--- src/rtl/i2c_byte_rx.sv ---
// I2C target receive engine: address match, MSB-first write-data shift, ACK/NACK
// via SDA pull-down enable, one-deep valid/ready output register.
module i2c_byte_rx #(
  parameter logic [6:0] TARGET_ADDR = 7'h2A
) (
  input  logic       clk,
  input  logic       reset,
  input  logic       scl_sync,
  input  logic       sda_sync,
  input  logic       start_det,
  input  logic       stop_det,
  output logic       sda_oe,
  output logic [7:0] rx_data,
  output logic       rx_valid,
  input  logic       rx_ready,
  output logic       addr_match,
  output logic       frame_end,
  output logic       overrun
);

  typedef enum logic [2:0] {
    IDLE, ADDR, ADDR_ACK, DATA, DATA_ACK, IGNORE
  } state_t;

  state_t      state_q, state_d;
  logic        scl_q;
  logic [7:0]  shift_q, shift_d;
  logic [3:0]  cnt_q, cnt_d;
  logic        ack_q, ack_d;
  logic        slot_q, slot_d;
  logic        sda_oe_q, sda_oe_d;
  logic [7:0]  rx_data_q, rx_data_d;
  logic        rx_valid_q, rx_valid_d;
  logic        addr_match_q, addr_match_d;
  logic        frame_end_q, frame_end_d;
  logic        overrun_q, overrun_d;

  logic        scl_rise, scl_fall;
  logic [7:0]  byte_w;

  assign scl_rise = scl_sync & ~scl_q;
  assign scl_fall = ~scl_sync & scl_q;
  assign byte_w   = {shift_q[6:0], sda_sync};

  always_ff @(posedge clk or posedge reset) begin
    if (reset) begin
      state_q      <= IDLE;
      scl_q        <= 1'b1;
      shift_q      <= '0;
      cnt_q        <= '0;
      ack_q        <= 1'b0;
      slot_q       <= 1'b0;
      sda_oe_q     <= 1'b0;
      rx_data_q    <= '0;
      rx_valid_q   <= 1'b0;
      addr_match_q <= 1'b0;
      frame_end_q  <= 1'b0;
      overrun_q    <= 1'b0;
    end else begin
      state_q      <= state_d;
      scl_q        <= scl_sync;
      shift_q      <= shift_d;
      cnt_q        <= cnt_d;
      ack_q        <= ack_d;
      slot_q       <= slot_d;
      sda_oe_q     <= sda_oe_d;
      rx_data_q    <= rx_data_d;
      rx_valid_q   <= rx_valid_d;
      addr_match_q <= addr_match_d;
      frame_end_q  <= frame_end_d;
      overrun_q    <= overrun_d;
    end
  end

  always_comb begin
    state_d      = state_q;
    shift_d      = shift_q;
    cnt_d        = cnt_q;
    ack_d        = ack_q;
    slot_d       = slot_q;
    sda_oe_d     = sda_oe_q;
    rx_data_d    = rx_data_q;
    addr_match_d = addr_match_q;
    frame_end_d  = 1'b0;
    overrun_d    = 1'b0;
    // Output register drains independently of bus framing; a load below overrides.
    rx_valid_d   = rx_valid_q & ~rx_ready;

    if (start_det) begin
      state_d      = ADDR;
      cnt_d        = '0;
      shift_d      = '0;
      sda_oe_d     = 1'b0;
      frame_end_d  = addr_match_q;
      addr_match_d = 1'b0;
    end else if (stop_det) begin
      state_d      = IDLE;
      sda_oe_d     = 1'b0;
      frame_end_d  = addr_match_q;
      addr_match_d = 1'b0;
    end else begin
      unique case (state_q)
        ADDR, DATA: begin
          if (scl_rise) begin
            shift_d = byte_w;
            cnt_d   = cnt_q + 4'd1;
            if (cnt_q == 4'd7) begin
              slot_d = 1'b0;
              if (state_q == ADDR) begin
                ack_d        = (byte_w[7:1] == TARGET_ADDR) && !byte_w[0];
                addr_match_d = ack_d;
                state_d      = ADDR_ACK;
              end else begin
                if (!rx_valid_q || rx_ready) begin
                  rx_data_d  = byte_w;
                  rx_valid_d = 1'b1;
                  ack_d      = 1'b1;
                end else begin
                  ack_d      = 1'b0;
                  overrun_d  = 1'b1;
                end
                state_d = DATA_ACK;
              end
            end
          end
        end
        ADDR_ACK, DATA_ACK: begin
          // First fall opens the ACK slot, second fall closes it.
          if (scl_fall) begin
            if (!slot_q) begin
              sda_oe_d = ack_q;
              slot_d   = 1'b1;
            end else begin
              sda_oe_d = 1'b0;
              cnt_d    = '0;
              state_d  = ack_q ? DATA : IGNORE;
            end
          end
        end
        IGNORE:  sda_oe_d = 1'b0;
        default: ;
      endcase
    end
  end

  always_comb begin
    sda_oe     = sda_oe_q;
    rx_data    = rx_data_q;
    rx_valid   = rx_valid_q;
    addr_match = addr_match_q;
    frame_end  = frame_end_q;
    overrun    = overrun_q;
  end

endmodule

--- config.mk ---
export PLATFORM = sky130hd
export DESIGN_NAME = i2c_byte_rx
export DESIGN_NICKNAME = d
export VERILOG_FILES = /design/src/rtl/i2c_byte_rx.sv
export SDC_FILE = /design/constraint.sdc
export NUM_CORES = 1
export LEC_CHECK = 0
export BUFFER_PORTS_ARGS = -buffer_cell sky130_fd_sc_hd__buf_2
export CAP_MARGIN = 30
export CORE_MARGIN = 4
export CORE_UTILIZATION = 55
export DETAILED_ROUTE_END_ITERATION = 10
export GPL_ROUTABILITY_DRIVEN = 0
export GPL_TIMING_DRIVEN = 0
export PLACE_DENSITY = 0.88
export SLEW_MARGIN = 30
export SYNTH_ARGS = -nofsm -noshare
export SYNTH_HDL_FRONTEND = slang
export SYNTH_SLANG_ARGS = --single-unit
--- constraint.sdc ---
create_clock -name clk -period 2.3 [get_ports clk]
set_clock_uncertainty 0.15 [all_clocks]
set_input_delay 0.46 -clock clk [delete_from_list [all_inputs] [get_ports clk]]
set_output_delay 0.46 -clock clk [all_outputs]
set_load 0.1 [all_outputs]
==> results of run 1 <==
[critical path: cells and delay by family, from the launching register on]
kind	cells	cell delay [ns]
and+or+nand+nor	3	0.77
DFF	1	0.41
adders and majority gates	1	0.20
muxes	1	0.37
[sequential cells by signal, indices dropped and copies added (netlist names)]
name / flops
slot_q: 1
overrun: 1
state_q: 3
sda_oe: 1
rx_valid: 1
scl_q: 1
addr_match: 1
rx_data: 8
frame_end: 1
cnt_q: 4
shift_q: 7
ack_q: 1
[cell usage in the layout (no fill, tap or decap), drive strengths merged, types with 2 or more instances in the layout]
| cell | count |
|---|---|
| nor2b | 3 |
| nand2 | 13 |
| nor3 | 2 |
| nand3 | 4 |
| o21ai | 8 |
| a21oi | 12 |
| clkbuf | 9 |
| dfrtp | 29 |
| mux2i | 2 |
| inv | 2 |
| o32ai | 2 |
| nor2 | 8 |
| buf | 21 |
| or2 | 2 |
| nand2b | 8 |
| nand4b | 2 |
| a211oi | 3 |
| mux2 | 10 |
[cell type report]
cell class,count,area share [%]
plain buffers,5,1.60
clock inverters,2,0.761
repair buffers,19,5.78
multi-input cells,95,40.3
clock buffers,6,3.12
inverters,2,0.457
well taps,30,2.28
flip-flops and latches,30,45.7
[power groups by stage]
stage	clock network (W)	logic [W]	registers (W)
after floorplan	0	0.0000352	0.000545
after global placement	0	0.0000513	0.000546
after detailed placement	0	0.0000535	0.000547
after CTS	0.000344	0.0000537	0.000536
after global routing	0.000369	0.0000590	0.000537
final	0.000334	0.0000528	0.000536
[worst paths after layout]
path / endpoint / start / slack, ns / depth (start not counted)
min in group clk: scl_q / scl_sync / 0.13 / 1
min reg2reg: rx_data[1] / rx_data[1] / 0.36 / 1
max in group asynchronous: addr_match / reset / 1.56 / 2
min: state_q[1] / reset / 0.04 / 2
max: rx_data[3] / cnt_q[0] / 0.30 / 5
max reg2reg: rx_data[3] / cnt_q[0] / 0.30 / 5
[kinds of logic (layout without fill, tap and decap cells)]
family,count (synthesis),count (layout),share of synthesized area (%)
flops,30,30,51.9
simple gates,51,51,22.0
compound gates,30,30,13.1
xor+xnor,1,1,0.605
fa+ha+maj,1,1,0.864
buf+inv,7,34,2.33
mux,12,12,9.16
[per-layer routing]
metal / vias up / wire [um] / share of wire, % / global-route usage, %
met5: - / 0 / 0 / 0
met4: 0 / 22 / 0.77 / 6.47
met3: 4 / 142 / 5.0 / 7.19
met2: 30 / 1380 / 49 / 28.4
met1: 541 / 1300 / 46 / 22.4
li1: 531 / - / - / -
[through the flow]
stage	hold WS [ns]	total power (W)	instance area [um^2]	util, %
finish	0.0445	0.000923	1640	65.8
global route	0.0809	0.000966	1640	65.8
CTS	0.0578	0.000934	1640	65.8
detailed placement	0.337	0.000600	1580	63.2
global placement	0.333	0.000598	1580	63.2
floorplan	0.314	0.000581	1450	-
==> results.py, run 1 <==
metrics = {
    "outcome": {
        "status": "finished, final reports clean",
    },
    "flow_run": {
        "cap_violations": 0,
    },
    "sta": {
        "rsz0062_at_grt": "no",
        "max_freq_ghz": 0.499,
        "tightest_slew_ns": 0.608,
        "fin_tns_setup_ns": 0,
        "hold_violations": 0,
        "fin_crit_ns": 2.00,
        "slew_violations": 0,
        "timing.final.ws_setup_ns": 0.296,
        "finalSetupViolations": 0,
        "post-route-period-util_pct": 87.1,
        "relSlewSlack_pct": 59.4,
    },
    "synthesis": {
        "synthCells": 132,
        "synth_commonest_cells": "29 x dfrtp_1, 13 x nand2_1, 11 x a21oi_1",
        "syn-num-nets": 140,
        "synthArstFlopShare_pct": 100,
        "synth_cell_types": 40,
        "syn-cell-area_um2": 1450,
        "yosys_warnings": 0,
        "synth.top_cell.area_share_pct": 50.1,
        "synth-main-ff-cell": "dfrtp_1",
        "synth.area.top_cells": "dfrtp_1 50%, mux2_2 7.8%, a21oi_1 3.8%",
        "ys_ff_latch": 30,
        "synth_top_cell_by_area": "dfrtp_1",
        "synth_edf_count": 0,
        "syn_avg_cell_area_um2": 11.0,
        "synth_most_common_cell": "dfrtp_1",
        "synth-seq-area-share_pct": 51.9,
    },
    "cts": {
        "cts_buffers": 5,
        "cts_resized": 0,
        "cts_max_level": 2,
        "postCtsSetupRepairBufs": 0,
        "postCtsHoldBufs": 0,
        "clk_latency_ns": 0.33,
        "ctsRootBufferMaster": "clkbuf_4",
        "cts.sinks": 30,
        "path_clk_slew_ns": 0.10,
        "cts_buffer_depth": 2,
        "cts_tree": "done",
    },
    "global_routing": {
        "antenna_found_initial": 0,
        "grt-ovfl-total": 0,
        "grt_pass1_wl_mm": 4.62,
        "grt.total_usage_pct": 18.1,
        "first_global_vias": 1038,
        "grt_max_degree": 31,
    },
    "placement": {
        "place_inst": 181,
        "hpwl_mm": 2.01,
        "pre_cts_slack_ns": 0.297,
        "port_buffers": 19,
    },
    "critical_path": {
        "crit_chain": "ha_1 > and3b_1 > nor2b_4 > nand4_2 > mux2_2",
        "cp_data_arrival_time_ns": 2.07,
        "crit_required_ns": 2.37,
        "critPathLaunchType": "flip-flop",
        "slowest_stage": "dfrtp_1",
        "crit_fanout": 8,
        "crit_type": "flip-flop to flip-flop",
        "slowest_delay_ns": 0.41,
        "endpoint_kind": "flip-flop",
    },
    "drt": {
        "ant_nets": 0,
        "firstDrtPassIters": 4,
        "drcViolationCount": 0,
        "wl_per_cell_um": 15.0,
        "drt-initial-drc-count": 33,
        "wl_mm": 2.84,
        "vias": 1106,
        "via_per_inst": 5.85,
    },
    "power": {
        "switching_share_pct": 24.7,
        "clockPowerShare_pct": 36.1,
        "p_leak_nw": 0.771,
        "peakVddDrop_v": 0.000657,
        "combinationalPowerShare_pct": 5.7,
        "p_seq_share_pct": 58.1,
        "p_switching_w": 0.000228,
        "p_per_area_nw_per_um2": 561,
        "p_int_w": 0.000695,
    },
    "die": {
        "initial_utilization_pct": 57.9,
        "die_w_um": 59.3,
        "ios": 20,
        "rows": 18,
        "coreArea_um2": 2500,
        "design.die.area_um2": 3520,
        "die_h_um": 59.3,
    },
    "worst_hold_path": {
        "min_path_type": "input port to async pin",
    },
    "layout": {
        "area_growth_pct": 13.6,
        "n_antenna_cell": 0,
        "seqCellArea_um2": 752,
        "drive_gt1_share_pct": 30.2,
        "instances_no_fill": 189,
        "multiInputGateArea_um2": 662,
        "final.fill_count": 197,
        "fin_nets": 166,
    },
}
Power figures use the tool's default switching activity.
==> run 2, diff against run 1 <==
--- a/config.mk
+++ b/config.mk
@@ -6,12 +6,14 @@
 export NUM_CORES = 1
 export LEC_CHECK = 0
 export BUFFER_PORTS_ARGS = -buffer_cell sky130_fd_sc_hd__buf_2
-export CAP_MARGIN = 30
+export CAP_MARGIN = 20
+export CORE_ASPECT_RATIO = 0.8
 export CORE_MARGIN = 4
 export CORE_UTILIZATION = 55
 export DETAILED_ROUTE_END_ITERATION = 10
 export GPL_ROUTABILITY_DRIVEN = 0
 export GPL_TIMING_DRIVEN = 0
+export HOLD_SLACK_MARGIN = 0.06
 export PLACE_DENSITY = 0.88
 export SLEW_MARGIN = 30
 export SYNTH_ARGS = -nofsm -noshare
==> run 2 against run 1 <==
  * Combinational power increased by 4%
  * Total power rose by 24%
  * Setup slack worse by 0.020 ns
  * Wire length up 4.6%
  * First-iteration DRC count grew to 2.6 times the previous value
  * Critical path depth unchanged
  * Flip-flop and latch count stayed put
  * Core utilization grew 3.1 points
  * Cell count is 3.7% higher
  * Critical endpoint is now rx_data[6]
==> results.py, run 2 (synthesized netlist as in run 1, its figures left out) <==
metrics = {
    "outcome": {
        "status": "finished, final reports clean",
    },
    "critical_path": {
        "crit_required_ns": 2.37,
        "worst-path-buf-inv": 0,
        "crit_chain": "ha_1 > and3b_1 > nor2b_4 > nand4_2 > mux2_2",
        "slowest_stage": "dfrtp_1",
        "crit_type": "flip-flop to flip-flop",
        "crit_fanout": 8,
        "critical-path-top-delay-family": "simple AND/OR/NAND/NOR gates",
        "critPathLaunchType": "flip-flop",
        "endpoint_kind": "flip-flop",
        "slowest_delay_ns": 0.42,
        "cp_data_arrival_time_ns": 2.10,
    },
    "sta": {
        "tightest_slew_ns": 0.612,
        "rsz0062_at_grt": "no",
        "relSlewSlack_pct": 59.2,
        "hold_violations": 0,
        "slew_violations": 0,
        "fin_crit_ns": 2.02,
        "post-route-period-util_pct": 88.0,
        "finalSetupViolations": 0,
        "fin_tns_setup_ns": 0,
        "hold_ws_ns": 0.122,
        "max_freq_ghz": 0.494,
    },
    "layout": {
        "n_antenna_cell": 0,
        "area_growth_pct": 18.1,
        "largest_reg_flops": 8,
        "final.fill_count": 216,
        "fin_nets": 167,
        "final_cell_mix": "29 x dfrtp_1, 19 x buf_2, 13 x nand2_1, 11 x a21oi_1, 10 x mux2_2",
        "drive_gt1_share_pct": 30.0,
        "layout_commonest_cell": "dfrtp_1",
    },
    "global_routing": {
        "grt_pass1_wl_mm": 5.24,
        "grt.total_usage_pct": 20.6,
        "first_global_vias": 1060,
        "grtUsageMet3_pct": 8.14,
        "grt-busiest-layer": "met2",
        "use_met2_pct": 31.9,
        "grt_max_degree": 31,
        "antenna_found_initial": 0,
        "use_met1_pct": 26.2,
        "grt-ovfl-total": 0,
    },
    "cts": {
        "cts.sinks": 30,
        "cts_buffer_depth": 2,
        "postCtsSetupRepairBufs": 0,
        "cts_tree": "done",
        "clk_latency_ns": 0.33,
        "cts_max_level": 2,
        "cts_buffers": 5,
        "ctsRootBufferMaster": "clkbuf_4",
        "path_clk_slew_ns": 0.10,
    },
    "placement": {
        "hpwl_mm": 2.09,
        "port_buffers": 19,
    },
    "power": {
        "p_per_area_nw_per_um2": 671,
        "peakVddDrop_v": 0.000541,
        "p_total_w": 0.00115,
        "p_leak_nw": 0.799,
    },
    "die": {
        "die_w_um": 65.4,
        "coreArea_um2": 2480,
        "ios": 20,
        "design.die.area_um2": 3520,
        "die_h_um": 53.9,
        "initial_utilization_pct": 58.3,
        "rows": 16,
    },
    "drt": {
        "vias": 1115,
        "drt-initial-drc-count": 85,
        "firstDrtPassIters": 4,
        "wl_per_cell_um": 15.2,
        "ant_nets": 0,
        "wl_mm": 2.97,
        "drcViolationCount": 0,
        "via_per_inst": 5.69,
    },
    "flow_run": {
        "cap_violations": 0,
    },
    "worst_hold_path": {
        "min_path_type": "input port to flip-flop",
    },
}
## run 2: cell type report
cell class	count	area (um^2)	area share, %
clock inverters	2	60.1	3.51
multi-input cells	95	662	38.7
flip-flops and latches	30	752	44.0
inverters	2	7.51	0.439
well taps	36	45.0	2.64
clock buffers	6	51.3	3.00
plain buffers	5	26.3	1.54
repair buffers	20	105	6.15
## run 2: path summary, 6_finish.rpt
check | from | end | slack (ns) | cells after the start
setup / recovery | cnt_q[0] | rx_data[6] | 0.28 | 5
hold / removal | scl_sync | scl_q | 0.12 | 1
setup reg to reg | cnt_q[0] | rx_data[6] | 0.28 | 5
hold reg to reg | rx_data[2] | rx_data[2] | 0.36 | 1
max in group asynchronous | reset | cnt_q[1] | 1.01 | 3
min in group asynchronous | reset | rx_data[5] | 0.58 | 3
## run 2: repair_timing
action	in CTS	in global routing
setup endpoints to repair	0	0
gates resized for setup	0	0
hold buffers	1	0
hold endpoints to repair	29	0
## run 2: power by group
part	switching, W	internal, W	leakage [nW]
Sequential	0.00000572	0.000531	0.412
Combinational	0.0000365	0.0000181	0.328
Clock	0.000187	0.000368	0.0585
Total	0.000229	0.000918	0.799
## run 2: per-layer routing
metal	part of all wire, %	wire (um)
met5	0	0
met4	1.4	41
met3	7.5	222
met2	49	1470
met1	42	1240
## run 2: worst reg2reg max path: stages (launching register included)
cell and delay (ns):
dfrtp_1 0.42, ha_1 0.20, and3b_1 0.25, nor2b_4 0.24, nand4_2 0.27, mux2_2 0.38
## run 2: stage by stage
| step | setup slack (ns) | util, % | std cells | instance area, um^2 |
|---|---|---|---|---|
| 2_1_floorplan | 0.321 | - | 132 | 1450 |
| 3_3_place_gp | 0.353 | 64.0 | 187 | 1590 |
| 3_5_place_dp | 0.278 | 64.0 | 187 | 1590 |
| 4_1_cts | 0.274 | 68.9 | 196 | 1710 |
| 5_1_grt | 0.122 | 68.9 | 196 | 1710 |
| 6_report | 0.276 | 68.9 | 196 | 1710 |
